==> src/rtl/layer_sequencer.sv <==
`default_nettype none
// ============================================================================
// Module   : layer_sequencer
// Brief    : Runs one neural-network layer. For each neuron it fetches six
//            operands into the neuron buffer, starts the neuron controller,
//            waits for its result and writes it to the layer result register.
//            Optional WAIT watchdog with timeout_err port: LAYER_TIMEOUT_EN.
// Revision : 1.0 - initial release
// ============================================================================
module layer_sequencer #(
    parameter int DW          = 16,
    parameter int AW          = 8,
    parameter int NUM_NEURONS = 4,
    parameter int TIMEOUT     = 255
) (
    input  logic          clk,
    input  logic          reset,
    input  logic          start,
    input  logic [AW-1:0] base_addr,
    output logic          busy,
    output logic          mem_rd_en,
    output logic [AW-1:0] mem_addr,
    input  logic [DW-1:0] mem_rd_data,
    output logic          buf_wr_en,
    output logic [2:0]    buf_wr_idx,
    output logic [DW-1:0] buf_wr_data,
    output logic          neuron_ready,
    input  logic          neuron_done,
    input  logic [DW-1:0] neuron_result,
    output logic          res_wr_en,
    output logic [2:0]    res_idx,
    output logic [DW-1:0] res_data,
    output logic          layer_done
`ifdef LAYER_TIMEOUT_EN
    ,
    output logic          timeout_err
`endif
);

    localparam logic [2:0] c_st_idle  = 3'd0;
    localparam logic [2:0] c_st_fetch = 3'd1;
    localparam logic [2:0] c_st_arm   = 3'd2;
    localparam logic [2:0] c_st_wait  = 3'd3;
    localparam logic [2:0] c_st_store = 3'd4;
    localparam logic [2:0] c_st_next  = 3'd5;
    localparam logic [2:0] c_st_done  = 3'd6;

    // Step 6 of FETCH issues no read; it only lands the data of the sixth read.
    localparam logic [2:0] c_last_k = 3'd6;
    localparam logic [2:0] c_last_n = 3'(NUM_NEURONS - 1);

    // Illegal parameter sets keep the block idle rather than running a bogus layer.
    localparam logic c_params_ok = (NUM_NEURONS >= 1) && (NUM_NEURONS <= 8) && (TIMEOUT >= 1);

    logic [2:0]    r_state;
    logic [2:0]    r_k;
    logic [2:0]    r_n;
    logic [AW-1:0] r_addr;
    logic [DW-1:0] r_result;
    logic          w_accept;
    logic          w_timeout;

    assign w_accept = (r_state == c_st_idle) && start && c_params_ok;

    always_ff @(posedge clk) begin
        if (reset) begin
            r_state  <= c_st_idle;
            r_k      <= 3'd0;
            r_n      <= 3'd0;
            r_addr   <= '0;
            r_result <= '0;
        end else begin
            case (r_state)
                c_st_idle: begin
                    if (w_accept) begin
                        r_addr  <= base_addr;
                        r_n     <= 3'd0;
                        r_k     <= 3'd0;
                        r_state <= c_st_fetch;
                    end
                end
                c_st_fetch: begin
                    // r_addr walks base+6n+k, so the next neuron starts where this one ended.
                    if (r_k != c_last_k) begin
                        r_addr <= r_addr + 1'b1;
                        r_k    <= r_k + 3'd1;
                    end else begin
                        r_k     <= 3'd0;
                        r_state <= c_st_arm;
                    end
                end
                c_st_arm: r_state <= c_st_wait;
                c_st_wait: begin
                    if (neuron_done) begin
                        r_result <= neuron_result;
                        r_state  <= c_st_store;
                    end else if (w_timeout) begin
                        r_state <= c_st_done;
                    end
                end
                c_st_store: r_state <= c_st_next;
                c_st_next: begin
                    if (r_n == c_last_n) begin
                        r_state <= c_st_done;
                    end else begin
                        r_n     <= r_n + 3'd1;
                        r_state <= c_st_fetch;
                    end
                end
                c_st_done: r_state <= c_st_idle;
                default:   r_state <= c_st_idle;
            endcase
        end
    end

`ifdef LAYER_TIMEOUT_EN
    localparam int              c_tw       = $clog2(TIMEOUT + 1);
    localparam logic [c_tw-1:0] c_tmo_last = c_tw'(TIMEOUT - 1);

    logic [c_tw-1:0] r_wait_cnt;
    logic            r_timeout_err;

    assign w_timeout   = (r_state == c_st_wait) && !neuron_done && (r_wait_cnt == c_tmo_last);
    assign timeout_err = r_timeout_err;

    always_ff @(posedge clk) begin
        if (reset) begin
            r_wait_cnt    <= '0;
            r_timeout_err <= 1'b0;
        end else begin
            if (r_state != c_st_wait) begin
                r_wait_cnt <= '0;
            end else if (!neuron_done) begin
                r_wait_cnt <= r_wait_cnt + 1'b1;
            end
            if (w_accept) begin
                r_timeout_err <= 1'b0;
            end else if (w_timeout) begin
                r_timeout_err <= 1'b1;
            end
        end
    end
`else
    assign w_timeout = 1'b0;
`endif

    assign busy         = (r_state != c_st_idle) && (r_state != c_st_done);
    assign mem_rd_en    = (r_state == c_st_fetch) && (r_k != c_last_k);
    assign mem_addr     = r_addr;
    assign buf_wr_en    = (r_state == c_st_fetch) && (r_k != 3'd0);
    assign buf_wr_idx   = buf_wr_en ? (r_k - 3'd1) : 3'd0;
    assign buf_wr_data  = buf_wr_en ? mem_rd_data : '0;
    assign neuron_ready = (r_state == c_st_arm);
    assign res_wr_en    = (r_state == c_st_store);
    assign res_idx      = res_wr_en ? r_n : 3'd0;
    assign res_data     = res_wr_en ? r_result : '0;
    assign layer_done   = (r_state == c_st_done);

endmodule
`default_nettype wire
==> config.mk <==
export PLATFORM = sky130hd
export DESIGN_NAME = layer_sequencer
export DESIGN_NICKNAME = d
export VERILOG_FILES = /design/src/rtl/layer_sequencer.sv
export SDC_FILE = /design/constraint.sdc
export NUM_CORES = 1
export LEC_CHECK = 0
export CORE_MARGIN = 2
export CORE_UTILIZATION = 44
export DETAILED_ROUTE_END_ITERATION = 12
export GPL_TIMING_DRIVEN = 0
export PLACE_DENSITY = 0.95
export REMOVE_ABC_BUFFERS = 1
export SYNTH_ARGS = -nofsm -noshare
export SYNTH_HDL_FRONTEND = slang
export SYNTH_SLANG_ARGS = --single-unit
==> constraint.sdc <==
create_clock -name clk -period 4 [get_ports clk]
set_input_delay 0.8 -clock clk [delete_from_list [all_inputs] [get_ports clk]]
set_output_delay 0.8 -clock clk [all_outputs]
set_load 0.02 [all_outputs]
==> flow_summary.json, run 1 <==
{
  "status": "completed",
  "grt_max_degree": 35,
  "core_area_mm2": 0.00429,
  "clkTransAtPathRegs_ps": 60,
  "ys_ff_latch": 33,
  "crit_path_end_kind": "output pin",
  "finalHoldViolations": 0,
  "clk_latency_ps": 270,
  "cpPeakStageDelay_ps": 720,
  "critPathCapture": "buf_wr_data[14]",
  "area_delta_synth_final_pct": 51.6,
  "worstPathArrival_ps": 2890,
  "ys.flop_type": "dfxtp_1",
  "utilization": 0.684,
  "yosysMostFrequentCell": "nand2_1",
  "rsz0062_at_grt": "no",
  "yosysWarnings": 0,
  "vias_per_cell": 5.23,
  "root_buffer": "clkbuf_8",
  "io_pins": 96,
  "cp.depth": 4,
  "drive_gt1_frac": 0.0385,
  "r2r_slack_ps": 1690,
  "synth_edf_count": 0,
  "synth_cells": 254,
  "fp.dieArea_mm2": 0.00495,
  "synth_common_cells": "nand2_1, dfxtp_1, a21oi_1",
  "ys_types": 43,
  "min_period_over_period": 0.923,
  "start_kind": "flop",
  "r2r-start": "r_state[2]",
  "cts_tree": "yes",
  "grt_remaining_overflow": 0,
  "num_antenna_cells": 0,
  "r2r-end": "r_state[2]",
  "grt_pass1_vias": 1831,
  "startpoint": "r_state[0]",
  "yosysSeqAreaShare": 0.341,
  "skew_ps": 4.19,
  "final.setup.worst_slack_ps": 308,
  "worst_slew_pin_slew_ps": 1280,
  "post-cts-setup-buffers": 0,
  "fin_area_mm2": 0.00294,
  "layout_min_cycle_time_ps": 3690,
  "ir_worst_vdd_v": 0.000223,
  "report.final.slew_viol_count": 0,
  "yosys.area.top_type": "dfxtp_1",
  "placed_area_mm2": 0.00285,
  "setup_violations": 0,
  "wl_per_cell_um": 13.6,
  "p_per_area_mw_per_mm2": 256,
  "max_freq_mhz": 271,
  "numCtsBuffers": 5,
  "crit_required_ps": 3200,
  "hpwl_um": 3860,
  "power.switching_mw": 0.204,
  "critical-path-top-delay-family": "simple AND/OR/NAND/NOR gates",
  "p_comb_frac": 0.221,
  "num_rows": 24,
  "cp_max_fo": 20,
  "detail-route-antenna-nets": 0,
  "post-place-ws_ps": 479,
  "grt_pass1_wl_um": 8510,
  "avgSynthCellArea_um2": 7.63,
  "crit_chain": "or3b_1 -> a21oi_4 -> and2_1 -> clkdlybuf4s50_1",
  "hold_path_class": "flop to flop",
  "die_h_um": 70.3,
  "die_x_um": 70.3,
  "antenna_found_initial": 0,
  "synthTopCellsByArea": "dfxtp_1, a21oi_1, nand2_1",
  "cts.htree.levels": 2,
  "cp_slowest_cell": "or3b_1",
  "worstSetupPathType": "flop to output pin",
  "synth_area_mm2": 0.00194,
  "path_buf_inv": 1,
  "port_buffers": 95,
  "internal-power_mw": 0.548,
  "drt_iter0_markers": 171,
  "slew_headroom": 0.147,
  "cap_violations": 0,
  "initial_core_util": 0.451,
  "globalplace.congestion": 0.827,
  "place_inst": 382,
  "via_count": 2039,
  "drtPass1Iterations": 5,
  "synth_top_area_frac": 0.341,
  "cts.sinks": 33,
  "switching_share": 0.271,
  "power.leakage_nw": 1.11,
  "reg2reg_depth": 4,
  "synthArstFlopShare": 0,
  "clockBufferDepth": 2,
  "track_usage": 0.210,
  "routed_wl_um": 5320,
  "holdWs_ps": 449,
  "p_clk_frac": 0.311,
  "drc_errors": 0,
  "power_mw": 0.752,
  "fin_cells": 390,
  "nets": 389,
  "finalSetupTns_ps": 0,
  "seq_power_share": 0.468
}
## repair_timing
action,CTS,global route
endpoints found under the setup margin,0,19
hold buffers,0,0
gates resized for setup,0,1
## layout make-up
| cell class | count | area [µm²] |
|---|---|---|
| clock inverter | 2 | 10.0 |
| inverter | 11 | 41.3 |
| multi-input combinational | 191 | 1140 |
| sequential | 33 | 661 |
| timing repair buffer | 95 | 951 |
| clock buffer | 6 | 72.6 |
| tap | 52 | 65.1 |
| fill | 361 | 1360 |
## power groups by stage
stage	Combinational (mW)	Clock, mW	Sequential (mW)
floorplan	0.0651	0	0.365
global placement	0.160	0	0.358
detailed placement	0.164	0	0.359
CTS	0.165	0.241	0.352
global route	0.179	0.249	0.354
finish	0.166	0.234	0.352
## flip-flops by register name (all words and copies together) (netlist names)
signal    count
r_result     16
mem_addr      8
r_k           3
r_n           3
r_state       3
## worst min-delay path by stage
stage | from | to | slack [ps] | cells past startpoint
6_report | r_result[11] | r_result[11] | 450 | 2
5_1_grt | r_result[11] | r_result[11] | 480 | 2
4_1_cts | r_result[11] | r_result[11] | 450 | 2
3_5_place_dp | r_result[11] | r_result[11] | 440 | 2
3_3_place_gp | r_result[6] | r_result[6] | 440 | 2
2_1_floorplan | r_result[0] | r_result[0] | 430 | 2
## kinds of logic after synthesis
logic type | synth area share
AO/OA/AOI/OAI | 0.175
XOR/XNOR | 0.00452
adder cells (fa/ha/maj) | 0.0517
buffers and inverters | 0.0762
flip-flops | 0.341
multiplexers | 0.0103
AND/OR/NAND/NOR | 0.341
## tightest hold or removal path: stages (launching register included)
cell	delay, ps
dfxtp_1	310
nand2_1	50
a21oi_1	50
## routing by layer
metal / GRT usage / vias to the layer above / routed length, µm / share of wire
met5: 0 / - / 0 / 0
met1: 0.260 / 939 / 2260 / 0.42
li1: - / 1041 / - / -
met2: 0.368 / 49 / 2790 / 0.52
met4: 0.0769 / 0 / 87 / 0.016
met3: 0.0289 / 10 / 182 / 0.034
## layout by cell type (no fill, tap or decap), types with 5 or more instances in the layout
master,n
nor3_1,5
nand3_1,9
clkbuf_8,5
clkdlybuf4s50_1,95
o21ai_0,8
and2_1,18
ha_1,8
and3_1,20
dfxtp_1,33
a21oi_1,32
nand2_1,41
inv_1,11
nor2_1,10
Power figures use the tool's default switching activity.
==> inputs of run 2 (changes only) <==
==> constraint.sdc (replaced) <==
create_clock -name clk -period 4 [get_ports clk]
set_input_delay 0.6 -clock clk [delete_from_list [all_inputs] [get_ports clk]]
set_output_delay 0.6 -clock clk [all_outputs]
set_load 0.02 [all_outputs]
==> flow_summary.json, run 2 (synthesized netlist as in run 1, its figures left out) <==
{
  "status": "completed",
  "cp_slowest_cell": "or3b_1",
  "area_delta_synth_final_pct": 51.2,
  "drt_iter0_markers": 179,
  "ir_worst_vdd_v": 0.000222,
  "num_antenna_cells": 0,
  "die_x_um": 70.3,
  "power_mw": 0.751,
  "vias_per_cell": 5.21,
  "port_buffers": 95,
  "skew_ps": 4.37,
  "setup_violations": 0,
  "clk_latency_ps": 270,
  "cap_violations": 0,
  "grt_max_degree": 35,
  "final_cell_mix": "clkdlybuf4s50_1, nand2_1, dfxtp_1",
  "wl_per_cell_um": 13.6,
  "num-fill-cells": 364,
  "hold_path_class": "flop to flop",
  "cts.htree.levels": 2,
  "clockBufferDepth": 2,
  "layout_min_cycle_time_ps": 3640,
  "power.leakage_nw": 1.11,
  "clkTransAtPathRegs_ps": 60,
  "drc_errors": 0,
  "track_usage": 0.210,
  "core_area_mm2": 0.00429,
  "finalHoldViolations": 0,
  "finalSetupTns_ps": 0,
  "crit_required_ps": 3400,
  "grt_pass1_wl_um": 8510,
  "mostFrequentLayoutCell": "clkdlybuf4s50_1",
  "die_h_um": 70.3,
  "nets": 389,
  "holdPathStages": 2,
  "detail-route-antenna-nets": 0,
  "max_freq_mhz": 275,
  "cpPeakStageDelay_ps": 710,
  "worstSetupPathType": "flop to output pin",
  "io_pins": 96,
  "largest_register_ff_count": 16,
  "min_period_over_period": 0.911,
  "routed_wl_um": 5290,
  "antenna_found_initial": 0,
  "holdWs_ps": 449,
  "hpwl_um": 3860,
  "placed_area_mm2": 0.00285,
  "worst_slew_pin_slew_ps": 1260,
  "multi_input_area_mm2": 0.00113,
  "via_count": 2031,
  "crit_path_end_kind": "output pin",
  "root_buffer": "clkbuf_8",
  "largest_register": "r_result",
  "crit_chain": "or3b_1 -> a21oi_2 -> and2_1 -> clkdlybuf4s50_1",
  "num_rows": 24,
  "grt_remaining_overflow": 0,
  "start_kind": "flop",
  "fp.dieArea_mm2": 0.00495,
  "grt_pass1_vias": 1831,
  "reg2reg_depth": 4,
  "report.final.slew_viol_count": 0,
  "globalplace.congestion": 0.827,
  "cts_tree": "yes",
  "seq_area_um2": 661,
  "drive_gt1_frac": 0.0385,
  "p_per_area_mw_per_mm2": 256,
  "worstPathArrival_ps": 3040,
  "cp_max_fo": 20,
  "numCtsBuffers": 5,
  "cts_resized": 0,
  "initial_core_util": 0.451,
  "post-cts-setup-buffers": 0,
  "rsz0062_at_grt": "no",
  "fin_area_mm2": 0.00293,
  "cts_hold_buf": 0,
  "cts.sinks": 33,
  "drtPass1Iterations": 4,
  "slew_headroom": 0.158
}
## run 2: cell count changes in the layout (fill, tap and decap cells not counted)
| cell | previous run | this run |
|---|---|---|
| a21oi_4 | 2 | 1 |
| a21oi_2 | 0 | 1 |
## run 2: final cells by class
class / instances / share of cell area
multi-input combinational: 191 / 0.385
timing repair buffer: 95 / 0.325
sequential: 33 / 0.226
clock buffer: 6 / 0.0248
tap: 52 / 0.0222
inverter: 11 / 0.0141
clock inverter: 2 / 0.00342
## run 2: path summary, 6_finish.rpt
path                 from              end  slack, ps
min          r_result[11]     r_result[11]        450
min reg2reg  r_result[11]     r_result[11]        450
max reg2reg    r_state[2]       r_state[2]       1690
max            r_state[0]  buf_wr_data[14]        360
## run 2: critical path: cells and delay by family (launching register included)
kind	cells	cell delay, ps
flip-flops	1	650
AND/OR/NAND/NOR	2	930
AO/OA/AOI/OAI	1	570
buffers and inverters	1	620
## run 2: power breakdown
group	switching, mW	total (mW)	leakage (nW)	internal (mW)
clock	0.113	0.234	0.0450	0.120
sequential	0.0140	0.352	0.268	0.338
combinational	0.0762	0.165	0.797	0.0888
total	0.203	0.751	1.11	0.547
## run 2: stage by stage
stage,cells,util,worst slack (ps)
2_1_floorplan,235,-,1280
4_1_cts,390,0.682,379
3_5_place_dp,382,0.663,679
5_1_grt,390,0.682,152
6_report,390,0.682,358
3_3_place_gp,382,0.663,735
## run 2: per-layer routing
layer / share of wire / wire [µm] / global-route usage / vias up
li1: - / - / - / 1038
met1: 0.42 / 2200 / 0.260 / 926
met2: 0.53 / 2800 / 0.368 / 57
met3: 0.040 / 212 / 0.0289 / 10
met4: 0.016 / 87 / 0.0769 / 0
met5: 0 / 0 / 0 / -
==> RTL edit 1 (config.mk and constraints of run 1) <==
The parameter `DW` goes from 16 to 24.
--- a/src/rtl/layer_sequencer.sv
+++ b/src/rtl/layer_sequencer.sv
@@ -8,7 +8,7 @@
 // Revision : 1.0 - initial release
 // ============================================================================
 module layer_sequencer #(
-    parameter int DW          = 16,
+    parameter int DW          = 24,
     parameter int AW          = 8,
     parameter int NUM_NEURONS = 4,
     parameter int TIMEOUT     = 255
Interface: changed (resized buf_wr_data, mem_rd_data, neuron_result and res_data); port bits go from 96 to 128. No check against the original RTL was run, so the function may have changed too.
==> RTL edit 1 against run 1 <==
  * Area after synthesis up 20%
  * Worst setup slack worse by 0.023 ns
  * Non-clock buffer count up 32
  * Sequential cell count up 8
  * Via count up 22%
  * Routed wire length up 25%
  * Final area up 25%
  * Highest routed layer unchanged
Power is not compared: it rests on default switching activity, and its combinational part moved more than twofold at a synthesized area within 25%.
==> RTL edit 1: results (changes against run 1) <==
status completed; Seq/Total Area, Yosys 35.4% (+1.3 points); largest net degree at the start of global routing 42 (+20%); gp weighted congestion 0.833 (+0.71%); # H-tree levels 2 (unchanged); worst-path fanout max 19 (-5.0%); Slew headroom 39.0% (+24 points); Total GRT Usage 22.1% (+1.1 points); number of port buffers 127 (+34%); number of synthesized flops with an enable pin 0 (unchanged); compound-gate portion of the synthesized area 16.3% (-1.2 points); Netlist cell types 48 (+12%); peak supply drop 327 uV; drt first-iter violations 105 (-39%); Post-Synth Adder-Cell Area 4.31% (-0.86 points); worst flop-to-flop path endpoint r_result[1]; Clock Path Buffers 2 (unchanged); Crit Reg-Reg Startpoint r_state[0]; worst hold endpoint r_result[9]; CP Data Arrival Time 2.92 ns (+0.03 ns); max FFs per register 24 (+8); residual DRC count 0 (unchanged); Flop pwr share 43.0%; CTS Buf Count 5 (unchanged); hold path depth 2 (unchanged); Routed Wire Length 6670 um (+25%); most instantiated cells after synthesis nand2_1, and2_1, dfxtp_1; Pre-Repair DR Iteration Count 4 (-1); Main synth FF type dfxtp_1; hpwl dp 4780 um (+24%); layout cells sized above 1 3.80% (-0.046 points); xor-xnor portion of the synthesized cell area 0.377% (-0.075 points); Reg clk slew, reported paths 0.08 ns (+0.02 ns); final setup skew 0.00609 ns (+0.00191 ns); comb pwr 0.379 mW; number of global-route vias before repair 2,253 (+23%); Final nets 488 (+25%); Biggest register r_result; Yosys warning total 0 (unchanged); Clock Latency Late Sink 0.29 ns (+0.02 ns); vias per inst 5.05 (-3.4%); Hold Startpoint r_result[9]; first-pass GRT wire length 10,800 um (+27%); # diodes 0 (unchanged); Post-CTS Resized 0 (unchanged); post-synthesis mux area share 0.431% (-0.60 points); Worst R2R Path Depth 4 (unchanged); ys async rst share 0% (unchanged); Placement Setup Slack 0.555 ns (+0.0769 ns); number of setup buffers added after CTS 0 (unchanged); R2R Setup Slk 1.82 ns (+0.13 ns); Hold WC Path Type reg2reg; root buffer cell clkbuf_8; Net Sw Frac 34.3%; initial antenna violation count 0 (unchanged); Leakage Power 1.32 nW; synth top area cells dfxtp_1, and2_1, nand2_1
[RTL edit 1: per-stage QoR]
stage	utilization (%)	cell area, um^2	hold slack, ns	total power, mW	cells
after global routing	71.9	3670	0.465	1.20	491
final	71.9	3670	0.451	1.13	491
after detailed placement	69.8	3560	0.442	0.864	482
after global placement	69.9	3570	0.437	0.853	482
after CTS	71.5	3650	0.453	1.13	490
after floorplan	-	2210	0.426	0.680	285
[RTL edit 1: area by class of cell]
type | instances | area, um^2
inverter | 8 | 30.0
multi-input combinational | 237 | 1380
tap | 70 | 87.6
clock buffer | 5 | 68.8
fill | 421 | 1440
sequential | 41 | 821
clock inverter | 3 | 17.5
timing repair buffer | 127 | 1270
[RTL edit 1: worst max path at each step]
stage	depth (start not counted)	slack, ns	start	end
global route	4	0.1	r_state[0]	buf_wr_idx[1]
CTS	4	0.23	r_state[0]	buf_wr_data[11]
detailed placement	4	0.56	r_state[0]	buf_wr_data[11]
finish	4	0.28	r_state[0]	buf_wr_data[8]
global placement	4	0.60	r_state[0]	buf_wr_data[23]
floorplan	3	1.19	r_state[0]	buf_wr_idx[1]
[RTL edit 1: logic make-up (layout without fill, tap and decap cells)]
family	Yosys count	count (layout)
adders and majority gates	8	8
AOI/OAI and AO/OA	65	66
xor gates and xnor gates	1	1
and+or+nand+nor	161	161
DFF	41	41
buffers and inverters	29	143
muxes	1	1
[RTL edit 1: worst max-delay path: stages (launching register included)]
cell,delay (ns)
dfxtp_1,0.68
or3b_1,0.73
a21oi_4,0.41
and2_1,0.18
clkdlybuf4s50_1,0.61
[RTL edit 1: layer usage]
layer	share of wire [%]	track usage, %	vias up
met3	2.8	2.61	18
met2	52	39.5	66
li1	-	-	1243
met1	43	26.9	1154
met4	2.8	9.27	0
met5	0	0	-
==> RTL edit 2 (settings of run 1) <==
Made on the original files. Build with the macro `LAYER_TIMEOUT_EN` defined.
--- a/src/rtl/layer_sequencer.sv
+++ b/src/rtl/layer_sequencer.sv
@@ -7,6 +7,8 @@
 //            Optional WAIT watchdog with timeout_err port: LAYER_TIMEOUT_EN.
 // Revision : 1.0 - initial release
 // ============================================================================
+`define LAYER_TIMEOUT_EN
+
 module layer_sequencer #(
     parameter int DW          = 16,
     parameter int AW          = 8,
Function (old outputs only; new: timeout_err): no difference found for any inputs over 10 cycles, from zero or initial values and one cycle with reset high; that may be too few to reach the edited logic, so the function may still have changed.
==> RTL edit 2 against run 1 <==
  * Final area increased by 15%
  * Synthesized cell count increased by 16%
  * Worst setup slack got worse by 0.092 ns
  * Core utilization decreased by 2.5 points
  * Sequential cell count increased by 9
  * Routed wire length increased by 10%
  * Global-route usage decreased by 0.81 points
  * Sequential share of layout area increased by 2.5 points
  * Area after synthesis increased by 20%
  * Critical path type unchanged
  * Critical endpoint is now buf_wr_data[1]
  * Largest cell class unchanged
Power is not compared: it rests on default switching activity, and its combinational part moved more than twofold at a synthesized area within 25%.
==> RTL edit 2: results (changes against run 1) <==
CP Data Arrival Time 2.98 ns (+0.09 ns); # H-tree levels 2 (unchanged); Leakage Power 1.25 nW; layout cells sized above 1 4.74% (+0.89 points); number of setup buffers added after CTS 0 (unchanged); drt first-iter violations 108 (-37%); synth top area cells dfxtp_1, nand2_1, a21oi_1; Reg clk slew, reported paths 0.08 ns (+0.02 ns); Clock Latency Late Sink 0.29 ns (+0.02 ns); Seq/Total Area, Yosys 36.2% (+2.1 points); Biggest register r_result; max FFs per register 16 (unchanged); dpl cell area 3270 um^2 (+15%); final setup skew 0.00820 ns (+0.00402 ns); Routed Wire Length 5870 um (+10%); status completed; CP Launch Point r_state[2]; Hold WC Path Type reg2reg; Pre-Repair DR Iteration Count 4 (-1); worst-path fanout max 35 (+75%); hpwl dp 4360 um (+13%); largest net degree at the start of global routing 36 (+2.9%); gp weighted congestion 0.792 (-4.3%); via count 2,333 (+14%); first-pass GRT wire length 9830 um (+15%); root buffer cell clkbuf_8; Yosys warning total 0 (unchanged); # diodes 0 (unchanged); Post-CTS Resized 0 (unchanged); peak supply drop 400 uV; Netlist cell types 45 (+4.7%); number of global-route vias before repair 2,240 (+22%); initial antenna violation count 0 (unchanged); Final nets 433 (+11%); Clock Path Buffers 2 (unchanged); Total GRT Usage 20.2% (-0.81 points); Slew headroom 14.1% (-0.60 points); CTS Buf Count 5 (unchanged); Placement Setup Slack 0.560 ns (+0.0812 ns); Main synth FF type dfxtp_1; ys async rst share 0% (unchanged); most instantiated cells after synthesis nand2_1, dfxtp_1, a21oi_1; residual DRC count 0 (unchanged); Hold Startpoint r_result[5]; number of port buffers 96 (+1.1%)
[RTL edit 2: cell types whose count changed after synthesis, moves of 5 or more]
cell	change
nor2_1	+12
dfxtp_1	+9
clkbuf_1	+5
nand2_1	+5
xnor2_1	+5
[RTL edit 2: worst max-delay path: stages (launching register included)]
cell	delay [ns]
dfxtp_1	0.64
or3b_1	0.77
a21o_1	0.30
inv_2	0.18
and2_1	0.18
clkdlybuf4s50_1	0.61
[RTL edit 2: final timing paths]
path         cells past startpoint             end  slack [ns]
max                              5  buf_wr_data[1]        0.22
min                              2     r_result[5]        0.45
max reg2reg                      5     mem_addr[0]        1.56
min reg2reg                      2     r_result[5]        0.45
[RTL edit 2: area by class of cell]
cell class / instances / area (um^2)
multi-input cells: 223 / 1340
fillers: 448 / 1740
repair buffers: 97 / 966
well taps: 70 / 87.6
clock buffers: 7 / 86.3
inverters: 10 / 37.5
clock inverters: 1 / 5.00
flip-flops and latches: 42 / 841
[RTL edit 2: cell families (layout without fill, tap and decap cells)]
group                    count (synthesis)  count (layout)  share of synthesized area, %
AO/OA/AOI/OAI                           62              62                          16.9
adder cells (fa/ha/maj)                 10              10                          5.39
XOR/XNOR                                 9               9                          3.39
AND/OR/NAND/NOR                        141             141                          31.7
buffers and inverters                   30             115                          6.03
flip-flops                              42              42                          36.2
multiplexers                             1               1                         0.431
[RTL edit 2: metal layers]
layer / GRT usage (%) / up-vias / wire (um)
li1: - / 1169 / -
met1: 22.5 / 1095 / 2480
met2: 37.3 / 60 / 3070
met3: 3.53 / 9 / 224
met4: 8.73 / 0 / 95
met5: 0 / - / 0
[RTL edit 2: metrics by stage]
stage,std cells,hold WS [ns],power (mW)
floorplan,275,0.426,1.03
global placement,441,0.437,1.33
detailed placement,441,0.442,1.36
CTS,449,0.453,1.64
global route,450,0.472,1.74
finish,450,0.452,1.64
[RTL edit 2: report_power, final]
part / internal (mW) / switching [mW]
sequential: 0.479 / 0.0928
combinational: 0.344 / 0.442
clock: 0.139 / 0.143
total: 0.962 / 0.677
